### config.mk
export PLATFORM = sky130hd
export DESIGN_NAME = core_management_hub
export DESIGN_NICKNAME = d
export VERILOG_FILES = /design/src/rtl/core_management_hub.sv
export SDC_FILE = /design/constraint.sdc
export NUM_CORES = 1
export LEC_CHECK = 0
export CORE_MARGIN = 1
export CORE_UTILIZATION = 41
export DETAILED_ROUTE_END_ITERATION = 10
export PLACE_DENSITY = 0.81
export SETUP_SLACK_MARGIN = 0.05
export SLEW_MARGIN = 20
export SYNTH_ARGS = -nofsm -noshare
export SYNTH_HDL_FRONTEND = slang
export SYNTH_SLANG_ARGS = --single-unit
### constraint.sdc
create_clock -name clk -period 2.98 [get_ports clk]
set_input_delay 0.894 -clock clk [delete_from_list [all_inputs] [get_ports clk]]
set_output_delay 0.894 -clock clk [all_outputs]
set_load 0.02 [all_outputs]
### src/rtl/core_management_hub.sv
// Round-robin management hub: MASTER_COUNT masters onto CORE_COUNT core ports plus local regs.
// Latency: ack 2 cycles after grant for local/error accesses, 2 + core wait cycles for core accesses.
// Backpressure: masters hold requests until master_ack; a core stalls via core_ack, bounded by the timeout watchdog.
// Optional: CORE_MANAGEMENT_HUB_AUTO_HALT_EN lets a nonzero core error code clear that core's run bit.
module core_management_hub #(
  parameter int MASTER_COUNT   = 2,
  parameter int CORE_COUNT     = 2,
  parameter int TIMEOUT_CYCLES = 255
) (
  input  logic                      clk,
  input  logic                      rst,
  input  logic [MASTER_COUNT-1:0]   master_writeEnable,
  input  logic [MASTER_COUNT-1:0]   master_readEnable,
  input  logic [4*MASTER_COUNT-1:0] master_byteSelect,
  input  logic [20*MASTER_COUNT-1:0] master_address,
  input  logic [32*MASTER_COUNT-1:0] master_writeData,
  output logic [31:0]               master_readData,
  output logic [MASTER_COUNT-1:0]   master_ack,
  output logic [MASTER_COUNT-1:0]   master_error,
  output logic [CORE_COUNT-1:0]     core_run,
  output logic [CORE_COUNT-1:0]     core_writeEnable,
  output logic [CORE_COUNT-1:0]     core_readEnable,
  output logic [3:0]                core_byteSelect,
  output logic [15:0]               core_address,
  output logic [31:0]               core_writeData,
  input  logic [32*CORE_COUNT-1:0]  core_readData,
  input  logic [CORE_COUNT-1:0]     core_ack,
  input  logic [4*CORE_COUNT-1:0]   core_errorCode
);

  typedef enum logic [1:0] {
    S_IDLE    = 2'd0,
    S_ACCESS  = 2'd1,
    S_RESPOND = 2'd2
  } state_t;

  state_t r_state;
  state_t w_state_nxt;

  // Latched transaction
  logic [2:0]            r_grant;
  logic                  r_we;
  logic [3:0]            r_bsel;
  logic [19:0]           r_addr;
  logic [31:0]           r_wdata;
  // Bookkeeping
  logic [2:0]            r_last;
  logic [7:0]            r_cnt;
  logic [31:0]           r_rdata;
  logic                  r_err;
  logic                  r_tflag;
  logic [2:0]            r_tidx;
  logic [CORE_COUNT-1:0] r_run;

  logic                  w_any;
  logic                  w_found;
  logic [2:0]            w_cand;
  logic [2:0]            w_gnt;
  logic                  w_sel_we;
  logic [3:0]            w_sel_bsel;
  logic [19:0]           w_sel_addr;
  logic [31:0]           w_sel_wdata;

  logic                  w_is_local;
  logic                  w_is_core;
  logic                  w_core_ok;
  logic                  w_tgt_run;
  logic                  w_tgt_ack;
  logic [31:0]           w_tgt_rdata;
  logic [CORE_COUNT-1:0] w_tgt_vec;
  logic                  w_timeout;
  logic [11:0]           w_off;
  logic [31:0]           w_local_rdata;
  logic                  w_run_wr;
  logic                  w_tflag_clr;

  // Round-robin: first requester strictly after the last granted master
  always_comb begin
    w_any   = |(master_writeEnable | master_readEnable);
    w_found = 1'b0;
    w_cand  = '0;
    w_gnt   = '0;
    for (int i = 1; i <= MASTER_COUNT; i++) begin
      w_cand = 3'((int'(r_last) + i) % MASTER_COUNT);
      for (int m = 0; m < MASTER_COUNT; m++) begin
        if (!w_found && (w_cand == 3'(m)) && (master_writeEnable[m] || master_readEnable[m])) begin
          w_gnt   = w_cand;
          w_found = 1'b1;
        end
      end
    end
  end

  // Mux the granted master's request fields for latching
  always_comb begin
    w_sel_we    = 1'b0;
    w_sel_bsel  = '0;
    w_sel_addr  = '0;
    w_sel_wdata = '0;
    for (int m = 0; m < MASTER_COUNT; m++) begin
      if (w_gnt == 3'(m)) begin
        w_sel_we    = master_writeEnable[m];
        w_sel_bsel  = master_byteSelect[4*m +: 4];
        w_sel_addr  = master_address[20*m +: 20];
        w_sel_wdata = master_writeData[32*m +: 32];
      end
    end
  end

  // Decode the latched address into local / core target
  always_comb begin
    w_off       = r_addr[11:0];
    w_is_local  = (r_addr[19:12] == 8'h00);
    w_is_core   = 1'b0;
    w_tgt_run   = 1'b0;
    w_tgt_ack   = 1'b0;
    w_tgt_rdata = '0;
    w_tgt_vec   = '0;
    for (int k = 0; k < CORE_COUNT; k++) begin
      if (r_addr[19:16] == 4'(k + 1)) begin
        w_is_core    = 1'b1;
        w_tgt_run    = r_run[k];
        w_tgt_ack    = core_ack[k];
        w_tgt_rdata  = core_readData[32*k +: 32];
        w_tgt_vec[k] = 1'b1;
      end
    end
    // A running core is owned by its own pipeline; management access is refused
    w_core_ok = w_is_core && !w_tgt_run;
    w_timeout = (r_cnt == 8'(TIMEOUT_CYCLES - 1));
  end

  // Local register read mux
  always_comb begin
    w_local_rdata = '0;
    if (w_off == 12'h000) begin
      w_local_rdata[CORE_COUNT-1:0] = r_run;
    end else if (w_off == 12'h004) begin
      w_local_rdata = {21'b0, r_tidx, 7'b0, r_tflag};
    end
    for (int k = 0; k < CORE_COUNT; k++) begin
      if (w_off == 12'(256 + 4*k)) begin
        w_local_rdata = {27'b0, r_run[k], core_errorCode[4*k +: 4]};
      end
    end
  end

  // Local register writes commit at the end of RESPOND
  always_comb begin
    w_run_wr    = (r_state == S_RESPOND) && r_we && w_is_local && (w_off == 12'h000) && r_bsel[0];
    w_tflag_clr = (r_state == S_RESPOND) && r_we && w_is_local && (w_off == 12'h004) && r_bsel[0] && r_wdata[0];
  end

  // Next-state logic
  always_comb begin
    w_state_nxt = r_state;
    case (r_state)
      S_IDLE:    if (w_any) w_state_nxt = S_ACCESS;
      S_ACCESS: begin
        if (w_is_local || !w_core_ok || w_tgt_ack || w_timeout) begin
          w_state_nxt = S_RESPOND;
        end
      end
      S_RESPOND: w_state_nxt = S_IDLE;
      default:   w_state_nxt = S_IDLE;
    endcase
  end

  // State register
  always_ff @(posedge clk or negedge rst) begin
    if (!rst) r_state <= S_IDLE;
    else      r_state <= w_state_nxt;
  end

  // Transaction latch, response capture, watchdog and status flag
  always_ff @(posedge clk or negedge rst) begin
    if (!rst) begin
      r_grant <= '0;
      r_we    <= 1'b0;
      r_bsel  <= '0;
      r_addr  <= '0;
      r_wdata <= '0;
      r_last  <= 3'(MASTER_COUNT - 1);
      r_cnt   <= '0;
      r_rdata <= '0;
      r_err   <= 1'b0;
      r_tflag <= 1'b0;
      r_tidx  <= '0;
    end else begin
      case (r_state)
        S_IDLE: begin
          if (w_any) begin
            r_grant <= w_gnt;
            r_we    <= w_sel_we;
            r_bsel  <= w_sel_bsel;
            r_addr  <= w_sel_addr;
            r_wdata <= w_sel_wdata;
            r_cnt   <= '0;
          end
        end
        S_ACCESS: begin
          if (w_is_local) begin
            r_err   <= 1'b0;
            r_rdata <= r_we ? 32'h0 : w_local_rdata;
          end else if (w_core_ok) begin
            if (w_tgt_ack) begin
              r_err   <= 1'b0;
              r_rdata <= r_we ? 32'h0 : w_tgt_rdata;
            end else if (w_timeout) begin
              r_err   <= 1'b1;
              r_rdata <= '0;
              r_tflag <= 1'b1;
              r_tidx  <= r_grant;
            end else begin
              r_cnt <= r_cnt + 8'd1;
            end
          end else begin
            r_err   <= 1'b1;
            r_rdata <= '0;
          end
        end
        S_RESPOND: begin
          r_last <= r_grant;
          if (w_tflag_clr) r_tflag <= 1'b0;
        end
        default: ;
      endcase
    end
  end

`ifdef CORE_MANAGEMENT_HUB_AUTO_HALT_EN
  logic [4*CORE_COUNT-1:0] r_errq;
  logic [CORE_COUNT-1:0]   w_halt;

  // Registered error codes; a nonzero code forces the core's run bit low
  always_comb begin
    w_halt = '0;
    for (int k = 0; k < CORE_COUNT; k++) w_halt[k] = |r_errq[4*k +: 4];
  end

  // Run bits: control-register write, overridden by error halt
  always_ff @(posedge clk or negedge rst) begin
    if (!rst) begin
      r_errq <= '0;
      r_run  <= '0;
    end else begin
      r_errq <= core_errorCode;
      r_run  <= (w_run_wr ? r_wdata[CORE_COUNT-1:0] : r_run) & ~w_halt;
    end
  end
`else
  // Run bits change only through control-register writes
  always_ff @(posedge clk or negedge rst) begin
    if (!rst)          r_run <= '0;
    else if (w_run_wr) r_run <= r_wdata[CORE_COUNT-1:0];
  end
`endif

  // Outputs decoded from state and latched transaction
  always_comb begin
    master_ack       = '0;
    master_error     = '0;
    master_readData  = '0;
    core_writeEnable = '0;
    core_readEnable  = '0;
    core_byteSelect  = '0;
    core_address     = '0;
    core_writeData   = '0;
    if (r_state == S_RESPOND) begin
      for (int m = 0; m < MASTER_COUNT; m++) begin
        if (r_grant == 3'(m)) begin
          master_ack[m]   = 1'b1;
          master_error[m] = r_err;
        end
      end
      master_readData = r_rdata;
    end
    if ((r_state == S_ACCESS) && w_core_ok) begin
      core_writeEnable = r_we ? w_tgt_vec : '0;
      core_readEnable  = r_we ? '0 : w_tgt_vec;
      core_byteSelect  = r_bsel;
      core_address     = r_addr[15:0];
      core_writeData   = r_wdata;
    end
  end

  assign core_run = r_run;

endmodule

# Word-level counts from Yosys, hierarchy flattened
# Cells that the tools add are included.
# totals
reg_bits,110
in_bits,192
out_inout_bits,94
wordCells,151
# classes
add_sub_neg,3
eq_ne,21
muxes,67
bitwise_logic,5
n_reduce_logical,42
# ops
cell,n
$mux W32,14
$mux W20,2
$mux W8,5
$mux W30,1
$eq A12 B9 Y1 const B,2
$mux W1,24
$mux W2,9
$logic_and A1 B1 Y1,16
$mux W16,1
$ne A2 B2 Y1 const B,8
$pmux W8 S2,1
$eq A12 B3 Y1 const B,1
$eq A3 B1 Y1 const B,4
$logic_not A12 Y1,1
$logic_not A3 Y1,4
$mux W3,4
$mux W4,3
$reduce_and A6 Y1,2
$mux W11,1
$add A8 B1 Y8 const B,1
$eq A8 B8 Y1 const B,1
$logic_not A8 Y1,1
$reduce_and A2 Y1,3
$logic_not A1 Y1,5
other kinds (16),24

# Depth between registers and ports, before layout
# Gate-level depths: netlist of run 1.
# depth
word_depth,20
depth_mapped,8
mapped_depth_nobuf,7

# Worst setup path after synthesis of run 1
# No wires, ideal clock.
# synth_path
kind,register -> output
from,register r_addr[16]
to,output port core_readEnable[0]
arrival_time_ps,1753
t_required_ps,2086
slack_ps,333
stages_incl_launch_ff,7
path_buffers,2
path_cell_list,dfrtp_1 -> buf_2 -> nand2b_1 -> o22ai_1 -> and3_1 -> buf_2 -> nor3b_1
# synth_via
elab_chain_len,7
word_cells_on_any_way,11
classes_between,eq/ne: 2; mux: 6; reduce/logical: 3
# synth_lines
item,line_no,text
start: declaration,44,logic [19:0] r_addr;
start signal: assignment,196,r_addr <= w_sel_addr;
$eq A4 B1 Y1,120,if (r_addr[19:16] == 4'(k + 1)) begin
$mux W1 (2 in a row),120,
$logic_not A1 Y1,129,w_core_ok = w_is_core && !w_tgt_run;
$logic_and A1 B1 Y1,129,
$logic_and A1 B1 Y1,278,if ((r_state == S_ACCESS) && w_core_ok) begin
$mux W2 *,278,
end: declaration,22,"output logic [CORE_COUNT-1:0] core_readEnable,"
# Mark *: on every way between the ends. The rest lies on a longest branch, timed or not.

# Final worst setup path of run 1
# layout_path
from,register r_state[0]
to,output port master_readData[4]
# layout_via
elab_chain_len,2
# layout_lines
item,line_no,text
start: declaration,37,state_t r_state;
start signal: assignment,172,else r_state <= w_state_nxt;
$eq A2 B2 Y1,269,if (r_state == S_RESPOND) begin
$mux W32,269,
end: declaration,17,"output logic [31:0] master_readData,"
# No other way between the ends.

==> results of run 1 <==
placed cells by master, fill, tap and decap left out, drive strengths merged, types with 28 or more instances in the layout:
master / n
mux2i: 61
o21ai: 100
clkbuf: 53
nand2: 100
a22oi: 29
buf: 34
and2: 87
dfrtp: 105
dlymetal6s2s: 28
clkdlybuf4s50: 197
power by group through the flow:
stage	Clock, W	Sequential, W	Combinational, W
after floorplan	0	0.00214	0.00188
after global placement	0	0.00231	0.00290
after detailed placement	0	0.00230	0.00298
after CTS	0.00134	0.00229	0.00295
after global routing	0.00140	0.00236	0.00325
final	0.00131	0.00230	0.00295
worst paths after layout:
kind	endpoint	slack [ps]	from	cells after the start
max	master_readData[4]	90	r_state[0]$_DFFE_PN0P_	5
min	r_rdata[23]$_DFFE_PN0P_	470	r_rdata[23]$_DFFE_PN0P_	2
max reg2reg	core_run[1]$_DFFE_PN0P_	690	r_addr[6]$_DFFE_PN0P_	4
min reg2reg	r_rdata[23]$_DFFE_PN0P_	470	r_rdata[23]$_DFFE_PN0P_	2
max in group asynchronous	r_last[0]$_DFFE_PN1N_	1700	rst	2
min in group asynchronous	r_wdata[0]$_DFFE_PN0P_	510	rst	1
state kept, by name, indices dropped and copies added, names as in the netlist:
signal	count
r_last	1
r_rdata	32
r_wdata	32
r_bsel	4
r_state	2
r_tidx	1
r_cnt	8
r_addr	20
r_we	1
r_tflag	1
r_err	1
r_grant	1
core_run	2
metrics by stage:
step           total power (W)  cells  hold slack (ps)  util, %  setup slack, ps
6_report               0.00656   1097              473     66.7             94.7
5_1_grt                0.00701   1097              497     66.7             17.3
4_1_cts                0.00658   1093              479     67.3             1.38
3_5_place_dp           0.00528   1077              463     64.8             70.8
3_3_place_gp           0.00521   1077              454     64.8              114
2_1_floorplan          0.00402    630              442        -              333
kinds of logic (layout without fill, tap and decap cells):
logic type | after synthesis | in the layout | synth area share [%]
flops | 106 | 106 | 45.5
simple gates | 242 | 242 | 22.2
mux | 66 | 66 | 11.6
buf+inv | 53 | 340 | 3.75
compound gates | 160 | 160 | 16.4
fa+ha+maj | 2 | 2 | 0.429
xor+xnor | 1 | 1 | 0.150
metal layers:
| layer | wire, microns | global-route usage (%) | vias to the layer above |
|---|---|---|---|
| met3 | 1290 | 5.08 | 33 |
| met4 | 457 | 9.49 | 0 |
| met1 | 7800 | 31.2 | 2660 |
| met2 | 9540 | 45.2 | 216 |
| li1 | - | - | 2760 |
| met5 | 0 | 0 | - |
area by class of cell:
type	instances	area [sq um]
fill	1168	4620
clock buffer	11	243
timing repair buffer	319	3040
tap	180	225
multi-input combinational	471	2990
sequential	106	2650
inverter	5	18.8
clock inverter	5	85.1
what timing repair did:
| action | 4_1_cts | 5_1_grt |
|---|---|---|
| buffers inserted | 0 | 3 |
| resized for setup | 119 | 78 |
| setup endpoints to repair | 90 | 83 |
| cloned | 0 | 1 |
worst reg2reg max path, cell delays in order (launching register included):
cell and delay (ps):
dfrtp_1 400, or4_1 550, nor4_2 540, and4_1 340, mux2_2 350
==> flow_summary.toml, run 1 <==
[synthesis]
synth.distinct_cells = 51
synth_nets = 824
synth_edf_count = 0
synth_ff_type = "dfrtp_1"
syn-instance-count = 630
syn_avg_cell_area_sq_um = 9.27
async_flop_share_pct = 100
synth_top_area_cell = "dfrtp_1"
synth_most_common_cell = "dfrtp_1"
yosysSeqAreaShare_pct = 45.5
synth_area_sq_mm = 0.00584
ys_ff_latch = 106
synthTopCellsByArea = "dfrtp_1 45%, mux2i_1 10%, and2_1 9.3%"
synth_warnings = 0
synth_common_cells = "105 x dfrtp_1, 100 x nand2_1, 96 x o21ai_0"
synth_top_area_share_pct = 45.0

[global_routing]
antenna_found_initial = 0
grt_max_degree = 99
grt_pass1_wl_microns = 29200
grt_usage_pct = 25.8
grt_overflow_total = 0
grt_pass1_vias = 5620

[power]
seq_power_share_pct = 35.0
p_int_w = 0.00396
powerDensity_mw_per_mm2 = 708
share_comb_of_total_power_pct = 45.0
switchingPower_w = 0.00260
pwr-share-clk_pct = 20.0
sw_frac_of_total_pct = 39.6
peakVddDrop_mv = 0.515
p_leak_nw = 4.59

[critical_path]
crit_chain = "buf_4 > nor2b_2 > buf_8 > and2_1 > clkdlybuf4s50_1"
cp.required_ps = 2090
startpoint_type = "flip-flop"
slowest_stage = "clkdlybuf4s50_1"
worst-path-buf-inv = 3
critPathCaptureType = "output port"
cp_max_fo = 35
critPathArrivalTime_ps = 1990
path_class = "reg -> out"
crit_family = "buffers and inverters"
slowest_delay_ps = 600

[job]
maxCapViolCount = 0

[floorplan]
die_h_microns = 121
core.rowCount = 43
initial_utilization_pct = 42.1
ioPinCount = 286
die_w_microns = 121
coreArea_sq_mm = 0.0139
fp.dieArea_sq_mm = 0.0147

[route]
drtIter0Drc = 334
drc = 0
drtPass1Iterations = 4
routed_wl_microns = 19100
dr_total_vias = 5669
ant_nets = 0
viasPerCell = 5.17
routedWlPerCell_microns = 17.4

[cts]
htree_levels = 3
clock_path_buffers = 2
cts-root-buf = "clkbuf_16"
clk_latency_ps = 340
numCtsBuffers = 9
clock-sinks = 106
holdBufCountCts = 0
clk_pin_slew_ps = 70
cts_tree = "done"

[sta]
slew_viol_final = 0
slew_headroom_pct = 49.1
tightest_slew_ps = 757
fin_crit_sh_pct = 96.8
hold_violations = 0
finClkSkew_ps = 9.68
setup_violations = 0
rsz0062_at_grt = "yes"
fin_setup_tns_ps = 0
fmax_mhz = 347
min_period_ps = 2890

[place]
post_dp_cell_area_sq_mm = 0.00900
gp_congestion = 0.823
port_buffers = 285
place_hpwl_microns = 14100

[final_layout]
area_growth_pct = 58.7
fin_area_sq_mm = 0.00926
diodes = 0
drive_gt1_share_pct = 13.3
final_nets = 1106

[min_path]
hold_class = "reg -> reg"

[run_status]
status = "finished, final reports clean"
Power figures use the tool's default switching activity.
==> run 2, diff against run 1 <==
- CORE_UTILIZATION: 41 -> 45
- DONT_BUFFER_PORTS: default -> 1
- PLACE_DENSITY: 0.81 -> default
==> run 2 against run 1 <==
Compared with the run above: register-to-register slack gained 100 ps; clock power is essentially flat; cell count shrank 28%; sequential cell count is the same; total power shrank 10%; non-clock buffer count shrank 303; setup slack gained 55 ps; first-iteration DRC count shrank 2.7%; critical endpoint is now core_writeEnable[1]; largest power group is now sequential cells.
==> flow_summary.toml, run 2 (synthesized netlist as in run 1, its figures left out) <==
[cts]
holdBufCountCts = 0
htree_levels = 3
clock-sinks = 106
cts_tree = "done"
numCtsBuffers = 9
clock_path_buffers = 2
clk_pin_slew_ps = 70
clk_latency_ps = 350
cts_setup_buffers = 0
cts-root-buf = "clkbuf_16"

[final_layout]
mostFrequentLayoutCell = "dfrtp_1"
fin_util_pct = 50.4
diodes = 0
drive_gt1_share_pct = 8.47
area_growth_pct = 8.85
fin_area_sq_mm = 0.00635
final_nets = 803
final_cell_mix = "104 x dfrtp_1, 100 x nand2_1, 96 x o21ai_0"
top_regs = "r_rdata: 32 flops, r_wdata: 32 flops, r_addr: 20 flops"

[sta]
fin_crit_sh_pct = 95.0
setup_violations = 0
hold_violations = 0
rsz0062_at_grt = "no"
slew_headroom_pct = 49.2
slew_viol_final = 0
fmax_mhz = 353
min_period_ps = 2830
finClkSkew_ps = 7.05
tightest_slew_ps = 762
fin_setup_tns_ps = 0

[critical_path]
timing.rr.end = "r_rdata[22]$_DFFE_PN0P_"
startpoint_type = "flip-flop"
reg2reg_setup_slack_ps = 790
path_class = "reg -> out"
cp-startpoint = "r_state[0]$_DFFE_PN0P_"
critPathArrivalTime_ps = 1940
cp_max_fo = 23
crit_end = "core_writeEnable[1]"
cp.required_ps = 2090
critPathCaptureType = "output port"
rr_startpoint = "r_addr[17]$_DFFE_PN0P_"
rr_worst_depth = 5

[route]
drc = 0
dr_total_vias = 4498
wl_met3_microns = 992
drtIter0Drc = 325
viasPerCell = 5.72
routedWlPerCell_microns = 18.7
ant_nets = 0
wl_met2_microns = 7310
wl_met1_microns = 6200
top_layer = "met4"
drtPass1Iterations = 4
routed_wl_microns = 14700

[global_routing]
grt_overflow_total = 0
grt_max_degree = 113
antenna_found_initial = 0
grt_pass1_vias = 4310
grt_pass1_wl_microns = 22300
grt_usage_pct = 22.0

[run_status]
status = "finished, final reports clean"

[place]
post_dp_cell_area_sq_mm = 0.00602
place_hpwl_microns = 10800
port_buffers = 0
gp_congestion = 0.793

[floorplan]
core.rowCount = 41
die_h_microns = 116
initial_utilization_pct = 46.3
ioPinCount = 286
coreArea_sq_mm = 0.0126
fp.dieArea_sq_mm = 0.0134
die_w_microns = 116

[power]
powerDensity_mw_per_mm2 = 925
peakVddDrop_mv = 0.409
p_leak_nw = 2.83

[min_path]
hold_class = "in -> async"

[job]
maxCapViolCount = 0
[run 2: cell count changes in the layout (fill, tap and decap cells not counted), sizes merged]
cell and change:
clkbuf -42, dlygate4sd2 -5, clkinv +2, clkdlybuf4s50 -197, dlymetal6s2s -28, buf -18, clkdlybuf4s15 -13, inv -2
[run 2: how the worst min path moves through the flow]
stage                                 start                      end  slack (ps)
floorplan             r_bsel[1]$_DFFE_PN0P_    r_bsel[1]$_DFFE_PN0P_         440
global placement    r_rdata[14]$_DFFE_PN0P_  r_rdata[14]$_DFFE_PN0P_         460
detailed placement  r_wdata[16]$_DFFE_PN0P_  r_wdata[16]$_DFFE_PN0P_         460
CTS                                     rst  r_wdata[19]$_DFFE_PN0P_         220
global route                            rst   r_wdata[2]$_DFFE_PN0P_         220
finish                                  rst   r_wdata[2]$_DFFE_PN0P_         240
[run 2: area by class of cell]
class | instances | area [sq um]
Sequential cell | 106 | 2660
Tap cell | 172 | 215
Timing Repair Buffer | 16 | 149
Fill cell | 1217 | 6260
Clock buffer | 11 | 243
Multi-Input combinational cell | 471 | 3000
Inverter | 5 | 18.8
Clock inverter | 5 | 77.6
[run 2: routing by layer]
layer,global-route usage (%),vias to the layer above
li1,-,2149
met1,28.2,2145
met2,36.6,187
met3,4.81,17
met4,7.78,0
met5,0,-
[run 2: through the flow]
stage	hold WS, ps	setup slack, ps	cells	power [W]
floorplan	442	333	630	0.00402
global placement	456	430	770	0.00455
detailed placement	463	297	770	0.00464
CTS	225	104	786	0.00595
global route	217	56.2	786	0.00633
finish	238	150	786	0.00588
[run 2: timing repair]
action	CTS	global route
gates resized for setup	2	2
endpoints found under the hold margin	0	0
setup endpoints to repair	54	34
gates cloned	0	0
[run 2: power by group]
part           switching, W  internal [W]  total, W
clock              0.000531      0.000757   0.00129
combinational       0.00146      0.000831   0.00229
sequential         0.000372       0.00193   0.00230
total               0.00236       0.00352   0.00588
[run 2: critical path: stages, from the launching register on]
cell,delay (ps)
dfrtp_1,440
nor2b_4,270
and3_1,280
buf_4,270
and3_1,320
==> run 3, diff against run 2 <==
- CTS_CLUSTER_DIAMETER: default -> 80
- SLEW_MARGIN: 20 -> default
==> results of run 3 <==
Final layout, timing and power as in run 2 (identical DEF).
